File: src/rtl/f_fetch_unit.sv
// Fetch-stage PC register and instruction-fetch sequencer.
// Owns the architectural fetch PC, runs a single-outstanding req/gnt/rvalid
// handshake to instruction memory, and loads the F/D pipeline register with
// MIPS single delay-slot branch semantics and hazard-unit stall support.
module f_fetch_unit #(
    parameter logic [31:0] RESET_PC = 32'h0000_3000
) (
    input  logic        clk,
    input  logic        reset,
    input  logic        stall,
    input  logic        br_valid,
    input  logic [31:0] br_target,
    output logic        im_req,
    output logic [31:0] im_addr,
    input  logic        im_gnt,
    input  logic        im_rvalid,
    input  logic [31:0] im_rdata,
    output logic [31:0] F_PC,
    output logic [31:0] D_instr,
    output logic [31:0] D_PC,
    output logic        D_valid
);

    typedef enum logic [1:0] {
        S_REQ,
        S_WAIT,
        S_HOLD
    } state_t;

    state_t      r_state;
    logic        r_im_req;
    logic [31:0] r_hold_buf;
    logic [31:0] r_f_pc;
    logic        r_pend_valid;
    logic [31:0] r_pend_target;
    logic [31:0] r_d_instr;
    logic [31:0] r_d_pc;
    logic        r_d_valid;

    logic        w_deliver;
    logic [31:0] w_word;
    logic [31:0] w_br_aligned;
    logic [31:0] w_next_pc;

    // Deliver decision, source word selection and next-PC priority
    always_comb begin
        w_deliver    = ~stall & (((r_state == S_WAIT) & im_rvalid) | (r_state == S_HOLD));
        w_word       = (r_state == S_HOLD) ? r_hold_buf : im_rdata;
        w_br_aligned = br_target & ~32'd3;
        if (br_valid) begin
            w_next_pc = w_br_aligned;
        end else if (r_pend_valid) begin
            w_next_pc = r_pend_target;
        end else begin
            w_next_pc = r_f_pc + 32'd4;
        end
    end

    // Memory handshake FSM; im_req is raised only once out of reset so no
    // request is visible while reset is asserted
    always_ff @(posedge clk or posedge reset) begin
        if (reset) begin
            r_state    <= S_REQ;
            r_im_req   <= 1'b0;
            r_hold_buf <= '0;
        end else begin
            case (r_state)
                S_REQ: begin
                    if (r_im_req && im_gnt) begin
                        r_state  <= S_WAIT;
                        r_im_req <= 1'b0;
                    end else begin
                        r_im_req <= 1'b1;
                    end
                end
                S_WAIT: begin
                    if (im_rvalid) begin
                        if (!stall) begin
                            r_state  <= S_REQ;
                            r_im_req <= 1'b1;
                        end else begin
                            r_state    <= S_HOLD;
                            r_hold_buf <= im_rdata;
                        end
                    end
                end
                S_HOLD: begin
                    if (!stall) begin
                        r_state  <= S_REQ;
                        r_im_req <= 1'b1;
                    end
                end
                default: begin
                    r_state  <= S_REQ;
                    r_im_req <= 1'b0;
                end
            endcase
        end
    end

    // Fetch PC and pending (delay-slot) branch target
    always_ff @(posedge clk or posedge reset) begin
        if (reset) begin
            r_f_pc        <= {RESET_PC[31:2], 2'b00};
            r_pend_valid  <= 1'b0;
            r_pend_target <= '0;
        end else if (w_deliver) begin
            r_f_pc <= w_next_pc;
            if (!br_valid && r_pend_valid) begin
                r_pend_valid <= 1'b0;
            end
        end else if (br_valid) begin
            r_pend_valid  <= 1'b1;
            r_pend_target <= w_br_aligned;
        end
    end

    // F/D pipeline register: load on deliver, hold on stall, else bubble
    always_ff @(posedge clk or posedge reset) begin
        if (reset) begin
            r_d_instr <= '0;
            r_d_pc    <= '0;
            r_d_valid <= 1'b0;
        end else if (w_deliver) begin
            r_d_instr <= w_word;
            r_d_pc    <= r_f_pc;
            r_d_valid <= 1'b1;
        end else if (!stall) begin
            r_d_instr <= '0;
            r_d_pc    <= r_f_pc;
            r_d_valid <= 1'b0;
        end
    end

    assign im_req  = r_im_req;
    assign im_addr = {r_f_pc[31:2], 2'b00};
    assign F_PC    = r_f_pc;
    assign D_instr = r_d_instr;
    assign D_PC    = r_d_pc;
    assign D_valid = r_d_valid;

endmodule

File: config.mk
export PLATFORM = sky130hd
export DESIGN_NAME = f_fetch_unit
export DESIGN_NICKNAME = d
export VERILOG_FILES = /design/src/rtl/f_fetch_unit.sv
export SDC_FILE = /design/constraint.sdc
export NUM_CORES = 1
export LEC_CHECK = 0
export CAP_MARGIN = 20
export CORE_ASPECT_RATIO = 1.75
export CORE_UTILIZATION = 48
export DETAILED_ROUTE_END_ITERATION = 12
export HOLD_SLACK_MARGIN = 0.03
export PLACE_DENSITY = 0.79
export SLEW_MARGIN = 20
export SYNTH_ARGS = -nofsm -noshare
export SYNTH_HDL_FRONTEND = slang
export SYNTH_SLANG_ARGS = --single-unit
File: constraint.sdc
create_clock -name clk -period 9.3 [get_ports clk]
set_input_delay 2.325 -clock clk [delete_from_list [all_inputs] [get_ports clk]]
set_output_delay 2.325 -clock clk [all_outputs]
set_load 0.05 [all_outputs]
# [Word level (Yosys, flattened, before mapping)]
# Index checks and enable logic that the tools add are counted.
[op_classes] n_addsub=1 eq_ne=7 n_mux=21 n_bitwise=5 reduce_logical=9
[ops] op="2-to-1 mux 32 bit" n=7
[ops] op="adder 32 x 3 -> 32 bit (second input constant)" n=1
[ops] op="2-to-1 mux 1 bit" n=8
[ops] op="2-to-1 mux 2 bit" n=4
[ops] op="!= test 2 bit (second input constant)" n=3
[ops] op="one-hot mux 2 bit (3 select lines)" n=1
[ops] op="AND reduction 3 bit" n=2
[ops] op="!= test 2 x 1 -> 1 bit (second input constant)" n=2
[ops] op="AND reduction 2 bit" n=2
[ops] op="one-hot mux 1 bit (3 select lines)" n=1
[ops] op="bitwise AND 1 bit" n=2
[ops] op="equality test 2 x 1 -> 1 bit (second input constant)" n=1
[ops] op="equality test 2 bit (second input constant)" n=1
[ops] op="logical AND 1 bit" n=2
[ops] op="logical NOT 2 bit" n=1
[ops] op="NOT 1 bit" n=2
[ops] op="nonzero test 2 bit" n=1
[ops] op="logical NOT 1 bit" n=1
[ops] op="bitwise OR 1 bit" n=1
[word_totals] reg_bits=163 in_bits=70 out_inout_bits=130 wordCells=52

# [Logic depth before layout (Yosys ltp)]
# Gate-level depths: netlist of run 1.
[logic_depth] ltp_word=6 ltp_mapped=10 mapped_depth_nobuf=7

# [Worst setup path before layout of run 1]
# No wires, ideal clock.
[synth_path] path_kind="input port to flip-flop" start="input stall" end="register r_pend_target[11]" setup_time_ns=0.125 arrival_ns=3.494 required_ns=9.175 slack_ns=5.682 cell_stages=6 n_path_buf=3 cell_sequence="clkbuf_1 or2_1 buf_2 nand2_1 buf_2 mux2_2"
[synth_between] elab_chain_cells=4
[synth_rtl] element="from (decl)" line_no="10" rtl="input logic stall,"
[synth_rtl] element="NOT 1 bit" line_no="47" rtl="w_deliver = ~stall & (((r_state == S_WAIT) & im_rvalid) | (r_state == S_HOLD));"
[synth_rtl] element="bitwise AND 1 bit" line_no="47"
[synth_rtl] element="NOT 1 bit (no line)"
[synth_rtl] element="AND reduction 2 bit (no line)"
[synth_rtl] element="to (signal assigned)" line_no="114" rtl="r_pend_target <= w_br_aligned;"
[synth_rtl] element="to (decl)" line_no="35" rtl="logic [31:0] r_pend_target;"
# No other way between the ends.
# A chain may end at the register's enable or synchronous reset.

# [Worst setup path in the final report of run 1]
[layout_path] start="input im_rvalid" end="register r_f_pc[25], in the netlist F_PC[25]"
[layout_between] elab_chain_cells=3
[layout_rtl] element="from (decl)" line_no="16" rtl="input logic im_rvalid,"
[layout_rtl] element="bitwise AND 1 bit" line_no="47"
[layout_rtl] element="bitwise OR 1 bit" line_no="47"
[layout_rtl] element="bitwise AND 1 bit" line_no="47"
[layout_rtl] element="to (signal assigned)" line_no="104" rtl="r_f_pc <= {RESET_PC[31:2], 2'b00};"
[layout_rtl] element="to (signal assigned)" line_no="108" rtl="r_f_pc <= w_next_pc;"
[layout_rtl] element="to (decl)" line_no="33" rtl="logic [31:0] r_f_pc;"
# No other way between the ends.

==> results of run 1 <==
-- final timing paths --
path	startpoint	endpoint	depth (start not counted)
setup / recovery	im_rvalid	F_PC[25]	7
hold / removal	D_instr[4]	D_instr[4]	2
setup reg to reg	r_state[0]	F_PC[25]	8
hold reg to reg	D_instr[4]	D_instr[4]	2
max in group asynchronous	reset	D_PC[17]	3
min in group asynchronous	reset	D_PC[10]	2
-- flip-flops by register name, indices dropped and copies added, names as in the netlist --
name,flops
F_PC,30
D_PC,30
r_pend_valid,1
r_state,2
D_instr,32
im_req,1
r_pend_target,30
r_hold_buf,32
D_valid,1
-- cells in the mapped netlist, types with 3 or more instances --
master,instances
ha_1,5
dfrtp_1,157
a31oi_1,4
nand2b_1,6
a221o_1,9
xor2_1,6
and3_1,11
a211oi_1,3
inv_1,12
clkbuf_1,30
clkbuf_8,3
mux2i_1,35
xnor2_1,8
o211ai_1,3
buf_4,39
a21oi_1,42
o21ai_1,3
nand4_1,6
mux2_2,92
o31ai_1,4
a221oi_1,4
buf_2,5
nor3_1,8
nand2_1,68
o21bai_1,4
nand3_1,12
o31a_1,3
and4_1,3
nor2_1,18
o21ai_0,60
-- cell usage in the layout (no fill, tap or decap), types with 3 or more instances in the layout --
cell type,count
ha_1,4
mux2_2,92
nand4_1,6
dfrtp_1,157
xor2_1,6
nand2b_1,6
o31a_1,3
inv_1,11
nor2_1,17
conb_1,6
a31oi_1,4
nand2_1,67
o21ai_0,60
nand3_2,3
mux2i_1,35
inv_6,7
o31ai_1,4
a221oi_1,4
o21ai_1,3
nor3_1,8
o211ai_1,3
clkbuf_16,17
nand3_1,11
clkdlybuf4s50_1,189
a211oi_1,3
o21bai_1,4
and4_1,3
buf_4,6
xnor2_1,8
a21oi_1,42
a221o_1,9
and3_1,11
-- layout make-up --
cell class,count,area (µm²),share of cell area [%]
sequential,159,3980,39.3
multi-input combinational,457,3330,32.9
timing repair buffer,197,1950,19.2
clock buffer,18,439,4.33
tap,189,236,2.33
clock inverter,14,143,1.41
inverter,14,57.6,0.568
-- where the power goes --
| part | switching, mW | total [mW] | internal (mW) |
|---|---|---|---|
| combinational | 1.25 | 1.97 | 0.715 |
| sequential | 0.267 | 1.25 | 0.982 |
| clock | 0.306 | 0.691 | 0.385 |
| total | 1.83 | 3.91 | 2.08 |
-- per-layer routing --
metal | GRT usage, % | up-vias | share of wire, %
met5 | 0 | - | 0
met4 | 10.3 | 0 | 2.4
met3 | 4.86 | 34 | 4.6
met2 | 42.4 | 186 | 55
met1 | 25.3 | 2968 | 38
li1 | - | 2765 | -
-- critical path, stage by stage --
cell and delay [ns]:
clkdlybuf4s50_1 0.53, a21oi_1 0.12, or2_2 0.66, buf_4 0.40, nor2_1 0.58, nand2_1 0.20, o21ai_1 0.19
-- cells by family after synthesis --
logic type | Yosys count | synth area share [%]
other cells | 1 | 0.0478
mux | 127 | 17.7
fa+ha+maj | 5 | 0.798
simple gates | 149 | 9.85
buf+inv | 95 | 7.12
xor+xnor | 14 | 1.56
flops | 159 | 50.8
compound gates | 156 | 12.1
-- per-stage QoR --
step	instance area, µm²	setup slack (ns)
2_1_floorplan	7860	2.69
3_3_place_gp	9550	4.23
3_5_place_dp	9550	4.19
4_1_cts	10100	4.61
5_1_grt	10100	4.44
6_report	10100	4.61
==> metrics.cfg, run 1 <==
[run_status]
outcome = complete, no violations

[route]
post_drt_wl_per_cell_um = 18.0
first_iter_violations = 304
totalWireLength_um = 18900
vias = 5953
drtPass1Iterations = 5
ant_nets = 0
avgViaCountPerCell = 5.68
drcViolationCount = 0

[sta]
finalCritPeriodShare_pct = 50.4
fmax_mhz = 213
setup_viol = 0
report.final.slew_viol_count = 0
clock_skew_ns = 0.00954
hold_ws_ns = 0.486
fin_crit_ns = 4.69
tightest_slew_ns = 1.09
rsz0062_at_grt = false
slew_headroom_pct = 27.2
finalHoldViolCount = 0
setup_tns_ns = 0

[cts]
cts_tree = done
cts_resized = 0
cts_setup_buffers = 0
cts_made_buffers = 17
clock_latency_ns = 0.42
cts-hold-fix-buffers = 0
clk_pin_slew_ns = 0.07
htreeDepth = 4
cts_buffer_depth = 2
root_buffer = clkbuf_16
cts_sinks = 159

[floorplanning]
io_pins = 200
fp-row-count = 61
coreArea_um2 = 16000
die_y_um = 171
die-area_um2 = 16900
die_w_um = 98.6
start_util_pct = 49.1

[synthesis]
synth_cells = 706
synth_top_area_share_pct = 50.1
ys.flop_type = dfrtp_1
syn-cell-area_um2 = 7840
ys_seq_area_share_pct = 50.8
ys_ff_latch = 159
yosys.area.top_type = dfrtp_1
yosysWarnings = 0
synth.area.top_cells = dfrtp_1 (50%), mux2_2 (13%), mux2i_1 (4.5%)
synth_cell_types = 63
synth-async-reset-ratio_pct = 100
syn_avg_cell_area_um2 = 11.1
synth-edff-count = 0

[layout]
area_growth_pct = 29.3
fillers = 1307
drive_gt1_share_pct = 17.9
antenna_cells = 0
nNetsFinal = 921
final_cells = 1048
fin_util_pct = 63.5

[place]
gp_congestion = 0.791
io_buffers = 191
hpwl_um = 12500
place_inst = 1016

[power]
p_per_area_nw_per_um2 = 386
p_leak_nw = 4.17
ir_drop_v = 0.000219
p_total_mw = 3.91

[critical_path]
r2r_slack_ns = 5.57
cp_max_fo = 42
path_class = primary input to flip-flop
cp.arrival_ns = 5.02
cp-end-kind = flip-flop
worst_ep_required_time_ns = 9.63
start_kind = primary input

[grt]
grt_max_degree = 85
grt_usage_pct = 23.0
gr-total-overflow = 0
grt_pass1_vias = 6111
grt_pass1_wl_um = 30400
antenna_found_initial = 0

[flow_run]
drv_cap = 0

[worst_hold_path]
hold_path_class = flip-flop to flip-flop

No activity file was read; power rests on OpenSTA's default activity.
==> run 2, diff against run 1 <==
--- a/config.mk
+++ b/config.mk
@@ -7,10 +7,10 @@
 export LEC_CHECK = 0
 export CAP_MARGIN = 20
 export CORE_ASPECT_RATIO = 1.75
-export CORE_UTILIZATION = 48
+export CORE_UTILIZATION = 45
 export DETAILED_ROUTE_END_ITERATION = 12
 export HOLD_SLACK_MARGIN = 0.03
-export PLACE_DENSITY = 0.79
+export PLACE_DENSITY = 0.77
 export SLEW_MARGIN = 20
 export SYNTH_ARGS = -nofsm -noshare
 export SYNTH_HDL_FRONTEND = slang
==> constraint.sdc (replaced) <==
create_clock -name clk -period 3.8 [get_ports clk]
set_input_delay 0.95 -clock clk [delete_from_list [all_inputs] [get_ports clk]]
set_output_delay 0.95 -clock clk [all_outputs]
set_load 0.05 [all_outputs]
==> metrics.cfg, run 2 (synthesis results as in run 1) <==
[run_status]
outcome = complete, no violations

[place]
io_buffers = 191  ; unchanged
hpwl_um = 13200  ; +6.0%
gp_congestion = 0.803  ; +1.5%
dpl-instance-area_um2 = 9700  ; +1.6%

[critical_path]
cp-endpoint = F_PC[13]
rr_startpoint = r_state[1]
worst_ep_required_time_ns = 2.85  ; -6.78 ns
path_class = flip-flop to output port
reg2regPathDepth = 7  ; -1
cp.arrival_ns = 1.94  ; -3.08 ns
cp-end-kind = output port
start_kind = flip-flop
crit_cells = 1  ; -6
r2r_slack_ns = 1.44  ; -4.13 ns
critical-path-top-delay-family = buffers and inverters
slowest_delay_ns = 0.85  ; +0.19 ns
rr_endpoint = F_PC[22]
crit_chain = clkdlybuf4s50_1
startpoint = F_PC[13]
cp_slowest_cell = clkdlybuf4s50_1
critPathBufInv = 1  ; -1
cp_max_fo = 8  ; -81%

[cts]
cts_setup_buffers = 0  ; unchanged
cts_buffer_depth = 2  ; unchanged
clock_latency_ns = 0.43  ; about the same
root_buffer = clkbuf_16
cts_sinks = 159  ; unchanged
cts_tree = done
cts-hold-fix-buffers = 0  ; unchanged
clk_pin_slew_ns = 0.07  ; about the same
htreeDepth = 4  ; unchanged
cts_resized = 0  ; unchanged
cts_made_buffers = 17  ; unchanged

[flow_run]
drv_cap = 0  ; unchanged

[route]
post_drt_wl_per_cell_um = 17.5  ; -2.6%
totalWireLength_um = 19200  ; +1.7%
first_iter_violations = 206  ; -32%
drcViolationCount = 0  ; unchanged
avgViaCountPerCell = 5.42  ; -4.6%
ant_nets = 0  ; unchanged
vias = 5933  ; -0.34%
drtPass1Iterations = 4  ; -1

[grt]
grt_max_degree = 65  ; -24%
grt_pass1_wl_um = 31100  ; +2.3%
gr-total-overflow = 0  ; unchanged
grt_usage_pct = 22.5  ; -0.55 points
antenna_found_initial = 0  ; unchanged
grt_pass1_vias = 6063  ; -0.79%

[floorplanning]
fp-row-count = 63  ; +3.3%
die_w_um = 102  ; +3.2%
coreArea_um2 = 17000  ; +6.7%
io_pins = 200  ; unchanged
die_y_um = 177  ; +3.2%
die-area_um2 = 18000  ; +6.6%
start_util_pct = 46.0  ; -3.1 points

[sta]
rsz0062_at_grt = false
fmax_mhz = 346
hold_ws_ns = 0.479  ; -0.00689 ns
finalHoldViolCount = 0  ; unchanged
clock_skew_ns = 0.0113  ; +0.00173 ns
tightest_slew_ns = 0.900  ; -0.191 ns
slew_headroom_pct = 39.9  ; +13 points
setup_tns_ns = 0  ; unchanged
setup_viol = 0  ; unchanged
report.final.slew_viol_count = 0  ; unchanged
fin_crit_ns = 2.89
finalCritPeriodShare_pct = 76.1

[power]
p_leak_nw = 4.21  ; +0.94%
p_per_area_nw_per_um2 = 934  ; +140%
p_total_mw = 9.61  ; +150%
ir_drop_v = 0.000544  ; +150%

[layout]
nNetsFinal = 930  ; +0.98%
regArea_um2 = 3980  ; unchanged
fin_util_pct = 60.4  ; -3.1 points
antenna_cells = 0  ; unchanged
final_cell_area_um2 = 10300  ; +1.5%
layout_common_cells = clkdlybuf4s50_1 (189), dfrtp_1 (157), mux2_2 (92)
drive_gt1_share_pct = 18.4  ; +0.51 points
fillers = 1397  ; +6.9%
area_growth_pct = 31.2
multi_input_area_um2 = 3330  ; about the same
layout_commonest_cell = clkdlybuf4s50_1

[worst_hold_path]
worstHoldStart = D_instr[3]
hold_path_class = flip-flop to flip-flop

-- run 2: how the worst min path moves through the flow --
| stage | depth (start not counted) | end |
|---|---|---|
| CTS | 2 | D_instr[3] |
| detailed placement | 2 | D_instr[3] |
| finish | 2 | D_instr[3] |
| global placement | 2 | D_instr[10] |
| floorplan | 1 | r_pend_target[10] |
| global route | 2 | D_instr[3] |
-- run 2: per-layer routing --
metal / GRT usage [%] / routed length (µm)
met5: 0 / 0
met3: 4.91 / 1010
met4: 9.18 / 471
met1: 25.6 / 7380
met2: 40.0 / 10300
-- run 2: stage by stage --
stage                     std cells  worst slack, ns
final                          1095            0.906
after global routing           1095            0.836
after CTS                      1095            0.896
after detailed placement       1063            0.639
after global placement         1063            0.719
after floorplan                 711            0.837
-- run 2: area by class of cell --
cell class | instances | area share [%]
multi-input combinational | 457 | 32.4
clock inverter | 13 | 1.48
clock buffer | 19 | 4.21
tap | 227 | 2.76
sequential | 159 | 38.7
timing repair buffer | 206 | 19.9
inverter | 14 | 0.547
-- run 2: where the power goes --
part | internal, mW | switching, mW
Sequential | 2.40 | 0.664
Combinational | 1.76 | 3.07
Clock | 0.981 | 0.730
Total | 5.15 | 4.46
==> run 3, diff against run 2 <==
==> constraint.sdc (replaced) <==
create_clock -name clk -period 2.4 [get_ports clk]
set_input_delay 0.6 -clock clk [delete_from_list [all_inputs] [get_ports clk]]
set_output_delay 0.6 -clock clk [all_outputs]
set_load 0.05 [all_outputs]
==> metrics.cfg, run 3 (synthesis results as in run 1) <==
[run_status]
outcome = complete, no violations

[route]
vias = 6052  ; +2.0%
totalWireLength_um = 19500  ; +1.7%
drtPass1Iterations = 5  ; +1
post_drt_wl_per_cell_um = 17.4  ; -0.57%
ant_nets = 0  ; unchanged
drcViolationCount = 0  ; unchanged
avgViaCountPerCell = 5.40  ; -0.27%
first_iter_violations = 250  ; +21%

[sta]
setup_tns_ns = 0  ; unchanged
finalHoldViolCount = 0  ; unchanged
setup_viol = 0  ; unchanged
clock_skew_ns = 0.00620  ; -0.00507 ns
tightest_slew_ns = 0.656  ; -0.244 ns
slew_headroom_pct = 56.3  ; +16 points
rsz0062_at_grt = false
fmax_mhz = 424
fin_crit_ns = 2.36
finalCritPeriodShare_pct = 98.3
hold_ws_ns = 0.478  ; -0.000344 ns
report.final.slew_viol_count = 0  ; unchanged

[power]
p_per_area_nw_per_um2 = 1450  ; +55%
switchingPower_mw = 7.07  ; +58%
p_seq_share_pct = 31.2  ; -0.7 points
switching_share_pct = 46.3  ; -0.11 points
internal-power_mw = 8.18  ; +59%
ir_drop_v = 0.000689  ; +27%
clkPwrFrac_pct = 17.5  ; -0.3 points
p_leak_nw = 4.48  ; +6.5%
combinationalPowerShare_pct = 51.3  ; +1.0 points
p_total_mw = 15.2  ; +59%

[grt]
met1_usage_pct = 24.9  ; -0.62 points
grt_pass1_vias = 6114  ; +0.84%
busiest_layer = met2
gr-total-overflow = 0  ; unchanged
grt_pass1_wl_um = 31100  ; about the same
grt_max_degree = 53  ; -18%
met2_usage_pct = 42.4  ; +2.4 points
grtUsageMet3_pct = 4.28  ; -0.63 points
antenna_found_initial = 0  ; unchanged
grt_usage_pct = 22.7  ; +0.19 points

[critical_path]
path_class = flip-flop to output port
cp.arrival_ns = 1.76  ; -0.18 ns
cp_slowest_cell = clkdlybuf4s50_1
cp-end-kind = output port
r2r_slack_ns = 0.34  ; -1.10 ns
worst_ep_required_time_ns = 1.80  ; -1.05 ns
critical-path-top-delay-family = buffers and inverters
crit_chain = clkdlybuf4s50_1
crit_cells = 1  ; unchanged
reg2regPathDepth = 7  ; unchanged
critPathBufInv = 1  ; unchanged
slowest_delay_ns = 0.85  ; about the same
start_kind = flip-flop
rr_endpoint = F_PC[30]
cp_max_fo = 7  ; -1
startpoint = F_PC[29]
rr_startpoint = r_state[1]
cp-endpoint = F_PC[29]

[cts]
root_buffer = clkbuf_16
htreeDepth = 4  ; unchanged
clk_pin_slew_ns = 0.06  ; about the same
cts_resized = 18  ; +18
cts_tree = done
cts-hold-fix-buffers = 0  ; unchanged
cts_setup_buffers = 0  ; unchanged
cts_sinks = 159  ; unchanged
clock_latency_ns = 0.42  ; about the same
cts_made_buffers = 17  ; unchanged
cts_buffer_depth = 2  ; unchanged

[layout]
area_growth_pct = 34.3
layout_common_cells = dfrtp_1 (157), clkdlybuf4s50_1 (157), mux2_2 (92)
final_cell_area_um2 = 10500  ; +2.4%
nNetsFinal = 954  ; +2.6%
drive_gt1_share_pct = 20.9  ; +2.4 points

[worst_hold_path]
worstHoldStart = D_instr[2]
hold_path_class = flip-flop to flip-flop

[place]
io_buffers = 191  ; unchanged
hpwl_um = 13700  ; +3.5%
gp_congestion = 0.804  ; about the same
dpl-instance-area_um2 = 9950  ; +2.6%

[floorplanning]
fp-row-count = 63  ; unchanged
die_w_um = 102  ; unchanged
start_util_pct = 46.0  ; unchanged
coreArea_um2 = 17000  ; unchanged
die_y_um = 177  ; unchanged
io_pins = 200  ; unchanged
die-area_um2 = 18000  ; unchanged

[flow_run]
drv_cap = 0  ; unchanged

## run 3: metal layers
| metal | share of wire (%) | routed length (µm) |
|---|---|---|
| met5 | 0 | 0 |
| met4 | 1.8 | 350 |
| met3 | 4.7 | 911 |
| met2 | 56 | 10800 |
| met1 | 38 | 7420 |
## run 3: per-stage QoR
stage / setup slack, ns / cells / utilization, %
3_5_place_dp: -0.0111 / 1087 / 58.4
3_3_place_gp: 0.0309 / 1087 / 58.4
5_1_grt: 0.00155 / 1119 / 61.8
2_1_floorplan: -0.213 / 711 / -
4_1_cts: 0.0130 / 1119 / 61.7
6_report: 0.0398 / 1120 / 61.8
## run 3: final cells by class
| type | count | area [µm²] |
|---|---|---|
| clock inverter | 12 | 136 |
| inverter | 14 | 56.3 |
| tap | 227 | 284 |
| fill | 1425 | 6500 |
| multi-input combinational | 457 | 3330 |
| clock buffer | 20 | 437 |
| timing repair buffer | 230 | 2300 |
| antenna | 1 | 2.50 |
| sequential | 159 | 3980 |
## run 3: how the worst min path moves through the flow
stage / endpoint / slack [ns] / cells past startpoint
after floorplan: r_pend_target[10] / 0.47 / 1
after global placement: D_instr[13] / 0.46 / 2
after detailed placement: D_instr[2] / 0.47 / 2
after CTS: D_instr[2] / 0.48 / 2
after global routing: D_instr[13] / 0.50 / 2
final: D_instr[2] / 0.48 / 2
## run 3: power by group through the flow
stage               Combinational (mW)  Sequential (mW)  Clock (mW)
detailed placement                7.97             4.80           0
finish                            7.83             4.75        2.67
floorplan                         3.27             7.02           0
global placement                  7.88             4.75           0
global route                      8.25             4.91        2.81
CTS                               7.89             4.76        2.72
